[src/rtl/d_uncache_bridge_pkg.sv]
// Shared definitions for the uncached data-port AXI bridge: state encodings,
// AXI field constants and the legacy word-bus types.
package d_uncache_bridge_pkg;

    localparam int unsigned ADDR_W_DEF = 32;
    localparam int unsigned DATA_W_DEF = 32;

    typedef logic [ADDR_W_DEF-1:0] WordAddrBus;
    typedef logic [DATA_W_DEF-1:0] WordDataBus;

    localparam logic [2:0] StIdle  = 3'd0;
    localparam logic [2:0] StRdAr  = 3'd1;
    localparam logic [2:0] StRdR   = 3'd2;
    localparam logic [2:0] StWrAwW = 3'd3;
    localparam logic [2:0] StWrB   = 3'd4;
    localparam logic [2:0] StDone  = 3'd5;

    localparam logic [1:0] BURST_INCR = 2'b01;
    localparam logic [2:0] SIZE_1     = 3'b000;
    localparam logic [2:0] SIZE_2     = 3'b001;
    localparam logic [2:0] SIZE_4     = 3'b010;
    localparam logic [1:0] RESP_OKAY  = 2'b00;
    localparam logic [7:0] LEN_SINGLE = 8'd0;

endpackage

[src/rtl/d_uncache_bridge_if.sv]
// Single-beat AXI4 read/write channel bundle between the uncached bridge
// (master) and the system interconnect (slave).
interface d_uncache_bridge_if #(
    parameter int unsigned ADDR_W = 32,
    parameter int unsigned DATA_W = 32
);
    logic [ADDR_W-1:0] araddr;
    logic              arvalid;
    logic              arready;
    logic [3:0]        arid;
    logic [7:0]        arlen;
    logic [2:0]        arsize;
    logic [1:0]        arburst;

    logic [DATA_W-1:0] rdata;
    logic [1:0]        rresp;
    logic              rlast;
    logic              rvalid;
    logic              rready;

    logic [ADDR_W-1:0] awaddr;
    logic              awvalid;
    logic              awready;
    logic [3:0]        awid;
    logic [7:0]        awlen;
    logic [2:0]        awsize;
    logic [1:0]        awburst;

    logic [DATA_W-1:0] wdata;
    logic [3:0]        wstrb;
    logic              wlast;
    logic              wvalid;
    logic              wready;

    logic [1:0]        bresp;
    logic              bvalid;
    logic              bready;

    modport master (
        output araddr, arvalid, arid, arlen, arsize, arburst,
        input  arready,
        input  rdata, rresp, rlast, rvalid,
        output rready,
        output awaddr, awvalid, awid, awlen, awsize, awburst,
        input  awready,
        output wdata, wstrb, wlast, wvalid,
        input  wready,
        input  bresp, bvalid,
        output bready
    );

    modport slave (
        input  araddr, arvalid, arid, arlen, arsize, arburst,
        output arready,
        output rdata, rresp, rlast, rvalid,
        input  rready,
        input  awaddr, awvalid, awid, awlen, awsize, awburst,
        output awready,
        input  wdata, wstrb, wlast, wvalid,
        output wready,
        output bresp, bvalid,
        input  bready
    );

endinterface

[src/rtl/d_uncache_size_enc.sv]
// Maps a store byte-strobe pattern to the AXI transfer size and the mask
// applied to the two low address bits.
module d_uncache_size_enc
    import d_uncache_bridge_pkg::*;
(
    input  logic [3:0] rwen_i,
    output logic [2:0] size_o,
    output logic [1:0] addr_lo_mask_o
);

    always_comb begin
        size_o         = SIZE_4;
        addr_lo_mask_o = 2'b00;
        unique case (rwen_i)
            4'b0001, 4'b0010, 4'b0100, 4'b1000: begin
                size_o         = SIZE_1;
                addr_lo_mask_o = 2'b11;
            end
            4'b0011, 4'b1100: begin
                size_o         = SIZE_2;
                addr_lo_mask_o = 2'b11;
            end
            // Irregular or empty strobes go out as a full aligned word.
            default: begin
                size_o         = SIZE_4;
                addr_lo_mask_o = 2'b00;
            end
        endcase
    end

endmodule

[src/rtl/d_uncache_bridge.sv]
// Uncached D-port responder: turns one cpu_mem_uncache request at a time into a
// single-beat AXI4 read or write and returns a registered completion pulse.
module d_uncache_bridge
    import d_uncache_bridge_pkg::*;
#(
    parameter int unsigned ADDR_W = ADDR_W_DEF,
    parameter int unsigned DATA_W = DATA_W_DEF,
    parameter logic [3:0]  AXI_ID = 4'd1
) (
    input  logic              clk,
    input  logic              reset,
    input  logic              uc_en,
    input  logic              uc_rw,
    input  logic [3:0]        uc_rwen,
    input  logic [ADDR_W-1:0] uc_addr,
    input  logic [DATA_W-1:0] uc_wr_data,
    output logic [DATA_W-1:0] uc_rd_data,
    output logic              uc_data_ok,
    output logic              uc_err,
    output logic              busy,
    d_uncache_bridge_if.master axi
);

    logic [2:0]        state_q, state_d;
    logic [ADDR_W-1:0] addr_q, addr_d;
    logic [3:0]        rwen_q, rwen_d;
    logic [DATA_W-1:0] wr_data_q, wr_data_d;
    logic [DATA_W-1:0] rd_data_q, rd_data_d;
    logic              aw_done_q, aw_done_d;
    logic              w_done_q, w_done_d;
    logic              err_q, err_d;

    logic [2:0] wr_size;
    logic [1:0] addr_lo_mask;
    logic       unused_rlast;

    assign unused_rlast = axi.rlast;

    d_uncache_size_enc u_size_enc (
        .rwen_i        (rwen_q),
        .size_o        (wr_size),
        .addr_lo_mask_o(addr_lo_mask)
    );

    always_comb begin
        state_d   = state_q;
        addr_d    = addr_q;
        rwen_d    = rwen_q;
        wr_data_d = wr_data_q;
        rd_data_d = rd_data_q;
        aw_done_d = aw_done_q;
        w_done_d  = w_done_q;
        err_d     = err_q;
        case (state_q)
            StIdle: begin
                if (uc_en) begin
                    addr_d    = uc_addr;
                    rwen_d    = uc_rwen;
                    wr_data_d = uc_wr_data;
                    aw_done_d = 1'b0;
                    w_done_d  = 1'b0;
                    state_d   = uc_rw ? StWrAwW : StRdAr;
                end
            end
            StRdAr: begin
                if (axi.arready) state_d = StRdR;
            end
            StRdR: begin
                if (axi.rvalid) begin
                    rd_data_d = axi.rdata;
                    err_d     = (axi.rresp != RESP_OKAY);
                    state_d   = StDone;
                end
            end
            StWrAwW: begin
                if (axi.awready && !aw_done_q) aw_done_d = 1'b1;
                if (axi.wready && !w_done_q)   w_done_d  = 1'b1;
                if (aw_done_d && w_done_d)     state_d   = StWrB;
            end
            StWrB: begin
                if (axi.bvalid) begin
                    err_d   = (axi.bresp != RESP_OKAY);
                    state_d = StDone;
                end
            end
            // uc_en is deliberately ignored here so a held request is not reissued.
            StDone:  state_d = StIdle;
            default: state_d = StIdle;
        endcase
    end

    always_ff @(posedge clk) begin
        if (reset) begin
            state_q   <= StIdle;
            addr_q    <= '0;
            rwen_q    <= '0;
            wr_data_q <= '0;
            rd_data_q <= '0;
            aw_done_q <= 1'b0;
            w_done_q  <= 1'b0;
            err_q     <= 1'b0;
        end else begin
            state_q   <= state_d;
            addr_q    <= addr_d;
            rwen_q    <= rwen_d;
            wr_data_q <= wr_data_d;
            rd_data_q <= rd_data_d;
            aw_done_q <= aw_done_d;
            w_done_q  <= w_done_d;
            err_q     <= err_d;
        end
    end

    // Every uc_* output decodes registered state only; no AXI input reaches them.
    assign uc_data_ok = (state_q == StDone);
    assign uc_err     = (state_q == StDone) && err_q;
    assign uc_rd_data = rd_data_q;
    assign busy       = (state_q != StIdle);

    assign axi.araddr  = addr_q;
    assign axi.arvalid = (state_q == StRdAr);
    assign axi.arid    = AXI_ID;
    assign axi.arlen   = LEN_SINGLE;
    assign axi.arsize  = SIZE_4;
    assign axi.arburst = BURST_INCR;
    assign axi.rready  = (state_q == StRdR);

    assign axi.awaddr  = {addr_q[ADDR_W-1:2], addr_q[1:0] & addr_lo_mask};
    assign axi.awvalid = (state_q == StWrAwW) && !aw_done_q;
    assign axi.awid    = AXI_ID;
    assign axi.awlen   = LEN_SINGLE;
    assign axi.awsize  = wr_size;
    assign axi.awburst = BURST_INCR;

    assign axi.wdata  = wr_data_q;
    assign axi.wstrb  = rwen_q;
    assign axi.wlast  = 1'b1;
    assign axi.wvalid = (state_q == StWrAwW) && !w_done_q;
    assign axi.bready = (state_q == StWrB);

endmodule

[src/flat_wrapper.sv]
// flat-port wrapper written by rule: the top's interface ports become plain ports
module d_uncache_bridge_flat import d_uncache_bridge_pkg::*;
#(
    parameter int unsigned ADDR_W = ADDR_W_DEF,
    parameter int unsigned DATA_W = DATA_W_DEF,
    parameter logic [3:0]  AXI_ID = 4'd1
)
  (clk, reset, uc_en, uc_rw, uc_rwen, uc_addr, uc_wr_data, uc_rd_data, uc_data_ok, uc_err, busy, axi_araddr, axi_arvalid, axi_arid, axi_arlen, axi_arsize, axi_arburst, axi_arready, axi_rdata, axi_rresp, axi_rlast, axi_rvalid, axi_rready, axi_awaddr, axi_awvalid, axi_awid, axi_awlen, axi_awsize, axi_awburst, axi_awready, axi_wdata, axi_wstrb, axi_wlast, axi_wvalid, axi_wready, axi_bresp, axi_bvalid, axi_bready);
  d_uncache_bridge_if #(.ADDR_W(ADDR_W), .DATA_W(DATA_W)) axi_i ();
  input  logic clk;
  input  logic reset;
  input  logic uc_en;
  input  logic uc_rw;
  input  logic [3:0] uc_rwen;
  input  logic [ADDR_W-1:0] uc_addr;
  input  logic [DATA_W-1:0] uc_wr_data;
  output logic [DATA_W-1:0] uc_rd_data;
  output logic uc_data_ok;
  output logic uc_err;
  output logic busy;
  output wire logic [$bits(axi_i.araddr)-1:0] axi_araddr;
  output wire logic [$bits(axi_i.arvalid)-1:0] axi_arvalid;
  output wire logic [$bits(axi_i.arid)-1:0] axi_arid;
  output wire logic [$bits(axi_i.arlen)-1:0] axi_arlen;
  output wire logic [$bits(axi_i.arsize)-1:0] axi_arsize;
  output wire logic [$bits(axi_i.arburst)-1:0] axi_arburst;
  input wire logic [$bits(axi_i.arready)-1:0] axi_arready;
  input wire logic [$bits(axi_i.rdata)-1:0] axi_rdata;
  input wire logic [$bits(axi_i.rresp)-1:0] axi_rresp;
  input wire logic [$bits(axi_i.rlast)-1:0] axi_rlast;
  input wire logic [$bits(axi_i.rvalid)-1:0] axi_rvalid;
  output wire logic [$bits(axi_i.rready)-1:0] axi_rready;
  output wire logic [$bits(axi_i.awaddr)-1:0] axi_awaddr;
  output wire logic [$bits(axi_i.awvalid)-1:0] axi_awvalid;
  output wire logic [$bits(axi_i.awid)-1:0] axi_awid;
  output wire logic [$bits(axi_i.awlen)-1:0] axi_awlen;
  output wire logic [$bits(axi_i.awsize)-1:0] axi_awsize;
  output wire logic [$bits(axi_i.awburst)-1:0] axi_awburst;
  input wire logic [$bits(axi_i.awready)-1:0] axi_awready;
  output wire logic [$bits(axi_i.wdata)-1:0] axi_wdata;
  output wire logic [$bits(axi_i.wstrb)-1:0] axi_wstrb;
  output wire logic [$bits(axi_i.wlast)-1:0] axi_wlast;
  output wire logic [$bits(axi_i.wvalid)-1:0] axi_wvalid;
  input wire logic [$bits(axi_i.wready)-1:0] axi_wready;
  input wire logic [$bits(axi_i.bresp)-1:0] axi_bresp;
  input wire logic [$bits(axi_i.bvalid)-1:0] axi_bvalid;
  output wire logic [$bits(axi_i.bready)-1:0] axi_bready;
  assign axi_araddr = axi_i.araddr;
  assign axi_arvalid = axi_i.arvalid;
  assign axi_arid = axi_i.arid;
  assign axi_arlen = axi_i.arlen;
  assign axi_arsize = axi_i.arsize;
  assign axi_arburst = axi_i.arburst;
  assign axi_i.arready = axi_arready;
  assign axi_i.rdata = axi_rdata;
  assign axi_i.rresp = axi_rresp;
  assign axi_i.rlast = axi_rlast;
  assign axi_i.rvalid = axi_rvalid;
  assign axi_rready = axi_i.rready;
  assign axi_awaddr = axi_i.awaddr;
  assign axi_awvalid = axi_i.awvalid;
  assign axi_awid = axi_i.awid;
  assign axi_awlen = axi_i.awlen;
  assign axi_awsize = axi_i.awsize;
  assign axi_awburst = axi_i.awburst;
  assign axi_i.awready = axi_awready;
  assign axi_wdata = axi_i.wdata;
  assign axi_wstrb = axi_i.wstrb;
  assign axi_wlast = axi_i.wlast;
  assign axi_wvalid = axi_i.wvalid;
  assign axi_i.wready = axi_wready;
  assign axi_i.bresp = axi_bresp;
  assign axi_i.bvalid = axi_bvalid;
  assign axi_bready = axi_i.bready;
  d_uncache_bridge #(.ADDR_W(ADDR_W), .DATA_W(DATA_W), .AXI_ID(AXI_ID)) u_core (.clk(clk), .reset(reset), .uc_en(uc_en), .uc_rw(uc_rw), .uc_rwen(uc_rwen), .uc_addr(uc_addr), .uc_wr_data(uc_wr_data), .uc_rd_data(uc_rd_data), .uc_data_ok(uc_data_ok), .uc_err(uc_err), .busy(busy), .axi(axi_i));
endmodule
[config.mk]
export PLATFORM = sky130hd
export DESIGN_NAME = d_uncache_bridge_flat
export DESIGN_NICKNAME = d
export VERILOG_FILES = /design/src/rtl/d_uncache_bridge_pkg.sv /design/src/rtl/d_uncache_bridge_if.sv /design/src/rtl/d_uncache_size_enc.sv /design/src/rtl/d_uncache_bridge.sv /design/src/flat_wrapper.sv
export SDC_FILE = /design/constraint.sdc
export NUM_CORES = 1
export LEC_CHECK = 0
export CORE_MARGIN = 8
export CORE_UTILIZATION = 33
export CTS_CLUSTER_DIAMETER = 30
export DETAILED_ROUTE_END_ITERATION = 7
export GPL_TIMING_DRIVEN = 0
export PLACE_DENSITY = 0.82
export SLEW_MARGIN = 5
export SYNTH_ARGS = -nofsm -noshare
export SYNTH_HDL_FRONTEND = slang
export SYNTH_SLANG_ARGS = --single-unit
[constraint.sdc]
create_clock -name clk -period 1.4 [get_ports clk]
set_clock_uncertainty 0.15 [all_clocks]
set_input_delay 0.28 -clock clk [delete_from_list [all_inputs] [get_ports clk]]
set_output_delay 0.28 -clock clk [all_outputs]
set_load 0.03 [all_outputs]
==> flow_summary.json, run 1 <==
{
  "outcome": "complete, but fails checks",
  "violations": "setup timing",
  "clockPowerShare": 0.155,
  "initial_core_util": 0.335,
  "cts_buffers": 9,
  "yosysWarnings": 0,
  "path_clk_slew_ns": 0.07,
  "worstSetupEndpointType": "output port",
  "routed_wl_um": 20300,
  "crit_path_start_kind": "register",
  "vias": 5126,
  "track_usage": 0.207,
  "dpl.cell_count": 1021,
  "syn_area_um2": 4400,
  "worst_pin_slew_ns": 0.829,
  "syn_area_per_cell_um2": 7.84,
  "ir_drop_uv": 887,
  "drc": 0,
  "grt_pass1_vias": 5134,
  "cp.arrival_ns": 1.36,
  "ys_types": 35,
  "crit_fanout": 7,
  "p_sw_mw": 6.38,
  "die_height_um": 131,
  "portBuffers": 253,
  "synthTopCellsByArea": "dfxtp_1 48%, nand2_1 17%, a21oi_1 11%, buf_4 11%, buf_2 1.7%",
  "seqPwrFrac": 0.272,
  "maxCapViolCount": 0,
  "die_width_um": 131,
  "finalSetupViolCount": 120,
  "comb_power_share": 0.573,
  "worst_slack_ns": -0.394,
  "max_slew_margin": 0.447,
  "coreArea_um2": 13100,
  "grt_remaining_overflow": 0,
  "grt_pass1_wl_um": 28600,
  "drtIter0Drc": 195,
  "drive_gt1_frac": 0.632,
  "syn2layout_area_growth_pct": 117,
  "dieArea_um2": 17300,
  "hpwlAfterDp_um": 13100,
  "cts_buffer_depth": 2,
  "drt_first_pass_iters": 4,
  "fin_crit_sh": 1.28,
  "cts.sinks": 106,
  "grt_antenna_before_repair": 1,
  "swShare": 0.412,
  "io_pins": 289,
  "cts_hold_buf": 0,
  "ys_ff_latch": 106,
  "drtAntennaViolNets": 0,
  "final_cells": 1088,
  "final_util": 0.726,
  "hold_class": "register to register",
  "p_int_mw": 9.09,
  "vias_per_cell": 4.71,
  "h-tree-depth": 3,
  "slew_viol_final": 0,
  "min_period_ns": 1.79,
  "clock_latency_ns": 0.35,
  "num_antenna_cells": 0,
  "yosysSeqAreaShare": 0.482,
  "dp_worst_setup_slack_ns": -0.804,
  "required_ns": 0.97,
  "hold_viol": 0,
  "max_freq_ghz": 0.557,
  "nNetsFinal": 1021,
  "hold_ws_ns": 0.306,
  "place.gp.congestion": 0.803,
  "grt_max_degree": 17,
  "crit_start": "u_core.state_q[0]",
  "min_from": "u_core.uc_rd_data[22]",
  "synthCells": 561,
  "cts_tree": "yes",
  "p_leak_nw": 4.18,
  "critical_path_class": "register to output port",
  "rsz0062_at_grt": "yes",
  "fp-row-count": 42,
  "routedWlPerCell_um": 18.7,
  "p_per_area_nw_per_um2": 1620,
  "synth_top_cell_by_area": "dfxtp_1",
  "synth_top_area_frac": 0.482,
  "reg2reg_from": "u_core.state_q[2]",
  "ctsRootBufferMaster": "clkbuf_16"
}
## what timing repair did
item / 4_1_cts / 5_1_grt
buffers inserted: 27 / 22
setup endpoints to repair: 244 / 143
cloned: 9 / 4
pin swaps: 93 / 85
resized for setup: 982 / 363
## power by group through the flow
stage | Sequential, mW | Clock, mW | Combinational (mW)
2_1_floorplan | 4.84 | 0 | 2.75
3_3_place_gp | 3.95 | 0 | 5.92
3_5_place_dp | 3.98 | 0 | 5.96
4_1_cts | 3.95 | 2.45 | 7.17
5_1_grt | 4.26 | 2.58 | 9.29
6_report | 4.20 | 2.40 | 8.86
## critical path, stage by stage, from the launching register on
cell and delay, ns:
dfxtp_4 0.37, buf_8 0.14, or3_4 0.36, buf_6 0.15
## cell type report
cell class / count / area [um2]
buffer: 93 / 906
clock buffer: 13 / 260
clock inverter: 3 / 15.0
fill: 908 / 3600
inverter: 1 / 11.3
multi-input combinational: 385 / 2970
sequential: 106 / 2220
tap: 176 / 220
timing repair buffer: 311 / 2930
## layer usage
| layer | track usage | vias up | share of wire |
|---|---|---|---|
| met2 | 0.371 | 201 | 0.54 |
| met4 | 0.100 | 2 | 0.038 |
| met5 | 0 | - | 0.00049 |
| met3 | 0.0480 | 55 | 0.057 |
| li1 | - | 2411 | - |
| met1 | 0.224 | 2457 | 0.36 |
## path summary, 6_finish.rpt
| kind | endpoint | slack, ns | cells after the start |
|---|---|---|---|
| worst max-delay path | busy | -0.39 | 3 |
| worst min-delay path | u_core.uc_rd_data[22] | 0.31 | 2 |
| worst max register to register | u_core.axi.araddr[8] | -0.38 | 7 |
| worst min register to register | u_core.uc_rd_data[22] | 0.31 | 2 |
## cell usage in the layout, fill, tap and decap left out, types with 6 or more instances in the layout
| cell | netlist | final |
|---|---|---|
| dfxtp_2 | 0 | 22 |
| buf_16 | 0 | 6 |
| clkbuf_4 | 0 | 11 |
| buf_8 | 0 | 11 |
| clkbuf_16 | 0 | 13 |
| dfxtp_4 | 0 | 20 |
| a21oi_2 | 0 | 98 |
| buf_6 | 1 | 84 |
| buf_2 | 15 | 53 |
| dfxtp_1 | 106 | 64 |
| conb_1 | 2 | 33 |
| nand2_2 | 0 | 25 |
| buf_12 | 0 | 7 |
| clkdlybuf4s50_1 | 0 | 111 |
| buf_4 | 64 | 102 |
| nand2_1 | 203 | 97 |
| nand2_4 | 0 | 81 |
| clkbuf_1 | 20 | 10 |
## Yosys cell counts
cell       count
a2111oi_2      1
a211o_1        1
a21oi_1      101
a22oi_2        2
a311oi_1       1
a31oi_1        1
a32oi_1        1
and2_1         2
and3b_1        1
buf_2         15
buf_4         64
buf_6          1
clkbuf_1      20
conb_1         2
dfxtp_1      106
inv_1          1
mux2i_1        3
nand2_1      203
nand2b_1       1
nand2b_4       1
nand3_1        4
nand3b_1       1
nor2_1        10
nor2b_1        2
nor3_1         2
nor3_2         1
nor3_4         1
nor3b_1        3
nor3b_4        1
o21a_1         2
o21ai_0        1
o21ba_1        1
o22ai_1        1
or3_1          2
xnor2_1        1
## metrics by stage
| step | TNS (ns) | power (mW) | cell area (um2) |
|---|---|---|---|
| floorplan | -5.93 | 7.59 | 4700 |
| global placement | -80.75 | 9.87 | 7450 |
| detailed placement | -81.70 | 9.95 | 7450 |
| CTS | -28.77 | 13.6 | 8210 |
| global route | -38.61 | 16.1 | 9530 |
| finish | -33.29 | 15.5 | 9530 |
## cells by family after synthesis
| logic type | after synthesis | share of synthesized area |
|---|---|---|
| mux | 3 | 0.00683 |
| compound gates | 113 | 0.140 |
| buf+inv | 101 | 0.147 |
| flops | 106 | 0.482 |
| simple gates | 235 | 0.221 |
| xor+xnor | 1 | 0.00199 |
| other cells | 2 | 0.00171 |
## flip-flops by register name, indices dropped and copies added (netlist names)
name	cells
u_core.aw_done_q	1
u_core.axi.wdata	32
u_core.uc_rd_data	32
u_core.w_done_q	1
u_core.err_q	1
u_core.state_q	3
u_core.axi.wstrb	4
u_core.axi.araddr	32
Note: power is estimated with default switching activity, not from simulation.
==> run 2, diff against run 1 <==
--- a/config.mk
+++ b/config.mk
@@ -6,11 +6,10 @@
 export NUM_CORES = 1
 export LEC_CHECK = 0
 export CORE_MARGIN = 8
-export CORE_UTILIZATION = 33
+export CORE_UTILIZATION = 39
 export CTS_CLUSTER_DIAMETER = 30
 export DETAILED_ROUTE_END_ITERATION = 7
-export GPL_TIMING_DRIVEN = 0
-export PLACE_DENSITY = 0.82
+export PLACE_DENSITY = 0.9
 export SLEW_MARGIN = 5
 export SYNTH_ARGS = -nofsm -noshare
 export SYNTH_HDL_FRONTEND = slang
==> constraint.sdc (replaced) <==
create_clock -name clk -period 2.15 [get_ports clk]
set_clock_uncertainty 0.15 [all_clocks]
set_input_delay 0.43 -clock clk [delete_from_list [all_inputs] [get_ports clk]]
set_output_delay 0.43 -clock clk [all_outputs]
set_load 0.03 [all_outputs]
==> flow_summary.json, run 2 (synthesized netlist as in run 1, its figures left out) <==
{
  "outcome": "complete, no violations",
  "io_pins": 289,
  "crit_path_max_incr_delay_ns": 0.41,
  "routed_wl_um": 14600,
  "final_common_cell": "clkdlybuf4s50_1",
  "hold_class": "register to register",
  "min_period_ns": 2.06,
  "ctsRootBufferMaster": "clkbuf_16",
  "drive_gt1_frac": 0.0705,
  "fin_setup_tns_ns": 0,
  "p_sw_mw": 3.09,
  "grt_antenna_before_repair": 0,
  "grt_remaining_overflow": 0,
  "portBuffers": 254,
  "vias": 4237,
  "hpwlAfterDp_um": 11600,
  "cts_hold_buf": 0,
  "die_height_um": 122,
  "comb_power_share": 0.466,
  "cts.sinks": 106,
  "fin_area_um2": 7120,
  "cts_tree": "yes",
  "nNetsFinal": 889,
  "final_cell_mix": "241 x clkdlybuf4s50_1, 203 x nand2_1, 106 x dfxtp_1, 101 x a21oi_1, 33 x conb_1",
  "crit_cells": 4,
  "maxCapViolCount": 0,
  "rr_endpoint": "u_core.axi.araddr[19]",
  "crit_start": "u_core.axi.wstrb[0]",
  "cts_buffer_depth": 2,
  "gr-usage-met2": 0.339,
  "crit_path_end": "axi_awsize[0]",
  "critical_path_class": "register to output port",
  "grt_max_degree": 53,
  "required_ns": 1.57,
  "rsz0062_at_grt": "no",
  "coreArea_um2": 10900,
  "ir_drop_uv": 563,
  "h-tree-depth": 3,
  "worst_path_max_delay_cell": "dlygate4sd2_1",
  "seqPwrFrac": 0.327,
  "clockPowerShare": 0.207,
  "p_leak_nw": 2.67,
  "track_usage": 0.180,
  "grt_use_met3": 0.0875,
  "place.gp.congestion": 0.751,
  "drt_first_pass_iters": 4,
  "met1_usage": 0.173,
  "worstSetupEndpointType": "output port",
  "slew_viol_final": 0,
  "drc": 0,
  "clock_latency_ns": 0.33,
  "reg2reg_from": "u_core.state_q[1]",
  "p_per_area_nw_per_um2": 1080,
  "initial_core_util": 0.402,
  "r2r_slack_ns": 0.33,
  "swShare": 0.404,
  "drtAntennaViolNets": 0,
  "crit_path_start_kind": "register",
  "max_slew_margin": 0.639,
  "place_area_um2": 6800,
  "syn2layout_area_growth_pct": 61.9,
  "power_mw": 7.66,
  "max_freq_ghz": 0.484,
  "hold_viol": 0,
  "path_clk_slew_ns": 0.08,
  "cp.arrival_ns": 1.48,
  "path_delay_family": "buffers and inverters",
  "critPathBufInv": 1,
  "routedWlPerCell_um": 15.9,
  "p_int_mw": 4.57,
  "worst_pin_slew_ns": 0.542,
  "vias_per_cell": 4.61,
  "grt_pass1_wl_um": 21300,
  "busiest_layer": "met2",
  "dieArea_um2": 14900,
  "rr_worst_depth": 6,
  "die_width_um": 122,
  "cts_buffers": 9,
  "drtIter0Drc": 213,
  "num_antenna_cells": 0,
  "finalSetupViolCount": 0,
  "crit_chain": "nor2_1 > nand3_1 > nand2_1 > dlygate4sd2_1",
  "crit_fanout": 4,
  "fp-row-count": 38,
  "grt_pass1_vias": 4131,
  "fin_crit_sh": 0.960,
  "hold_ws_ns": 0.303
}
[run 2: cell types whose count changed in the layout (fill, tap and decap cells not counted), sizes merged]
cell | before | now
inv | 1 | 5
dlygate4sd2 | 0 | 2
clkdlybuf4s50 | 111 | 241
buf | 263 | 29
clkbuf | 43 | 9
[run 2: per-stage QoR]
step                      setup WS [ns]  utilization  cells
after floorplan                 0.00144            -    592
after global placement           0.0135        0.622    901
after detailed placement        -0.0186        0.622    901
after CTS                        0.0378        0.647    917
after global routing            0.00843        0.651    920
final                            0.0856        0.651    920
[run 2: routing by layer]
metal  vias to the layer above  part of all wire
met1                      1915              0.34
li1                       2135                 -
met2                       179              0.52
met5                         -                 0
met4                         0            0.0099
met3                         8              0.12
[run 2: what timing repair did]
action	in CTS	in global routing
gates resized for setup	2	2
gates cloned	0	0
pin swaps	0	1
setup endpoints to repair	2	1
setup buffers	0	3
[run 2: cell type report]
cell class | count | area, um2
fillers | 896 | 3810
inverters | 1 | 3.75
flip-flops and latches | 106 | 2120
well taps | 140 | 175
repair buffers | 272 | 2770
multi-input cells | 385 | 1770
clock buffers | 9 | 225
clock inverters | 7 | 58.8
[run 2: worst reg2reg max path: stages, from the launching register on]
cell	delay (ns)
dfxtp_1	0.37
buf_4	0.17
nand2b_4	0.14
or3_2	0.45
buf_12	0.21
nand2_1	0.13
a21oi_1	0.06
[run 2: power groups by stage]
stage                     sequential (mW)  combinational, mW  clock [mW]
after CTS                            2.50               3.58        1.64
after detailed placement             2.55               3.58           0
final                                2.50               3.57        1.59
after global routing                 2.54               3.81        1.70
after global placement               2.53               3.54           0
after floorplan                      3.12               1.62           0
[run 2: how the worst min path moves through the flow]
stage	cells past startpoint	startpoint	end
CTS	2	u_core.axi.wdata[7]	u_core.axi.wdata[7]
global placement	2	u_core.axi.wdata[22]	u_core.axi.wdata[22]
detailed placement	2	u_core.axi.wdata[7]	u_core.axi.wdata[7]
global route	2	u_core.uc_rd_data[2]	u_core.uc_rd_data[2]
finish	2	u_core.axi.wdata[7]	u_core.axi.wdata[7]
floorplan	2	u_core.aw_done_q	u_core.aw_done_q
==> run 3, diff against run 2 <==
--- a/config.mk
+++ b/config.mk
@@ -9,7 +9,7 @@
 export CORE_UTILIZATION = 39
 export CTS_CLUSTER_DIAMETER = 30
 export DETAILED_ROUTE_END_ITERATION = 7
-export PLACE_DENSITY = 0.9
+export PLACE_DENSITY = 0.93
 export SLEW_MARGIN = 5
 export SYNTH_ARGS = -nofsm -noshare
 export SYNTH_HDL_FRONTEND = slang
==> flow_summary.json, run 3 (synthesized netlist as in run 1, its figures left out) <==
{
  "crit_chain": "nor2_2 > xnor2_2 > dlygate4sd2_1",
  "portBuffers": 254,
  "num_antenna_cells": 0,
  "vias": 4300,
  "finalSetupViolCount": 0,
  "cts_setup_buffers": 0,
  "die_height_um": 122,
  "final_cell_mix": "241 x clkdlybuf4s50_1, 203 x nand2_1, 106 x dfxtp_1, 101 x a21oi_1, 33 x conb_1",
  "fin_crit_sh": 0.963,
  "crit_path_max_incr_delay_ns": 0.45,
  "final_common_cell": "clkdlybuf4s50_1",
  "fp-row-count": 38,
  "grt_pass1_wl_um": 22200,
  "max_freq_ghz": 0.483,
  "die_width_um": 122,
  "comb_power_share": 0.466,
  "worstSetupEndpointType": "output port",
  "critical_path_class": "register to output port",
  "grt_remaining_overflow": 0,
  "clockPowerShare": 0.206,
  "p_int_mw": 4.56,
  "routed_wl_um": 14800,
  "worst_path_max_delay_cell": "dlygate4sd2_1",
  "path_clk_slew_ns": 0.08,
  "p_sw_mw": 3.08,
  "drive_gt1_frac": 0.0693,
  "hold_ws_ns": 0.303,
  "dieArea_um2": 14900,
  "nFillCells": 919,
  "min_period_ns": 2.07,
  "cts.sinks": 106,
  "place.gp.congestion": 0.809,
  "p_per_area_nw_per_um2": 1080,
  "max_slew_margin": 0.610,
  "maxCapViolCount": 0,
  "required_ns": 1.57,
  "drc": 0,
  "swShare": 0.403,
  "p_leak_nw": 2.64,
  "cts_buffer_depth": 2,
  "grt_max_degree": 52,
  "drtAntennaViolNets": 0,
  "nNetsFinal": 888,
  "grt_pass1_vias": 4265,
  "crit_fanout": 4,
  "worst_pin_slew_ns": 0.585,
  "hpwlAfterDp_um": 11600,
  "vias_per_cell": 4.68,
  "ctsRootBufferMaster": "clkbuf_16",
  "initial_core_util": 0.402,
  "slew_viol_final": 0,
  "rsz0062_at_grt": "no",
  "cp.arrival_ns": 1.49,
  "crit_path_start_kind": "register",
  "drtIter0Drc": 175,
  "hold_class": "register to register",
  "grt_antenna_before_repair": 0,
  "ir_drop_uv": 790,
  "seqPwrFrac": 0.328,
  "clock_latency_ns": 0.34,
  "register_area_um2": 2120,
  "io_pins": 289,
  "syn2layout_area_growth_pct": 60.9,
  "hold_viol": 0,
  "coreArea_um2": 10900,
  "cts_tree": "yes",
  "track_usage": 0.189,
  "h-tree-depth": 3,
  "cts_buffers": 9,
  "outcome": "complete, no violations",
  "multi_input_area_um2": 1770,
  "routedWlPerCell_um": 16.1,
  "final_util": 0.647,
  "drt_first_pass_iters": 4
}
## run 3: cell type report
class,instances,share of cell area
clock inverter,5,0.00530
clock buffer,11,0.0343
sequential,106,0.300
timing repair buffer,271,0.385
multi-input combinational,385,0.250
inverter,1,0.000530
tap,140,0.0247
## run 3: per-layer routing
metal / wire (um) / vias to the layer above / global-route usage
met3: 1800 / 18 / 0.0870
li1: - / 2134 / -
met1: 5280 / 1944 / 0.188
met2: 7460 / 204 / 0.345
met5: 0 / - / 0
met4: 290 / 0 / 0.0594
## run 3: critical path: cells and delay by family, from the launching register on
family	cells	cell delay (ns)
xor gates and xnor gates	1	0.22
DFF	1	0.40
and+or+nand+nor	1	0.08
buffers and inverters	1	0.45
## run 3: worst paths after layout
check | cells after the start | start | slack, ns | end
setup reg to reg | 6 | u_core.state_q[1] | 0.33 | u_core.axi.araddr[18]
hold / removal | 2 | u_core.uc_rd_data[18] | 0.30 | u_core.uc_rd_data[18]
setup / recovery | 3 | u_core.axi.wstrb[0] | 0.08 | axi_awsize[1]
hold reg to reg | 2 | u_core.uc_rd_data[18] | 0.30 | u_core.uc_rd_data[18]
## run 3: metrics by stage
stage	std cells	setup TNS (ns)	cell area (um2)	setup WS, ns	power, mW
2_1_floorplan	592	0	4530	0.00144	4.74
3_3_place_gp	903	0	6790	0.0158	6.07
3_5_place_dp	903	-0.145	6790	-0.0284	6.14
4_1_cts	919	0	7070	0.0145	7.70
5_1_grt	919	0	7080	0.00532	8.02
6_report	919	0	7080	0.0802	7.64
## run 3: power by group through the flow
stage | logic (mW) | registers, mW | clock network (mW)
after floorplan | 1.62 | 3.12 | 0
after global placement | 3.55 | 2.52 | 0
after detailed placement | 3.59 | 2.54 | 0
after CTS | 3.59 | 2.50 | 1.61
after global routing | 3.80 | 2.54 | 1.68
final | 3.56 | 2.50 | 1.58
## run 3: timing repair
item,CTS,global route
hold endpoints to repair,0,0
endpoints found under the setup margin,3,4
hold buffers,0,0
pin swaps,0,1
gates resized for setup,3,4
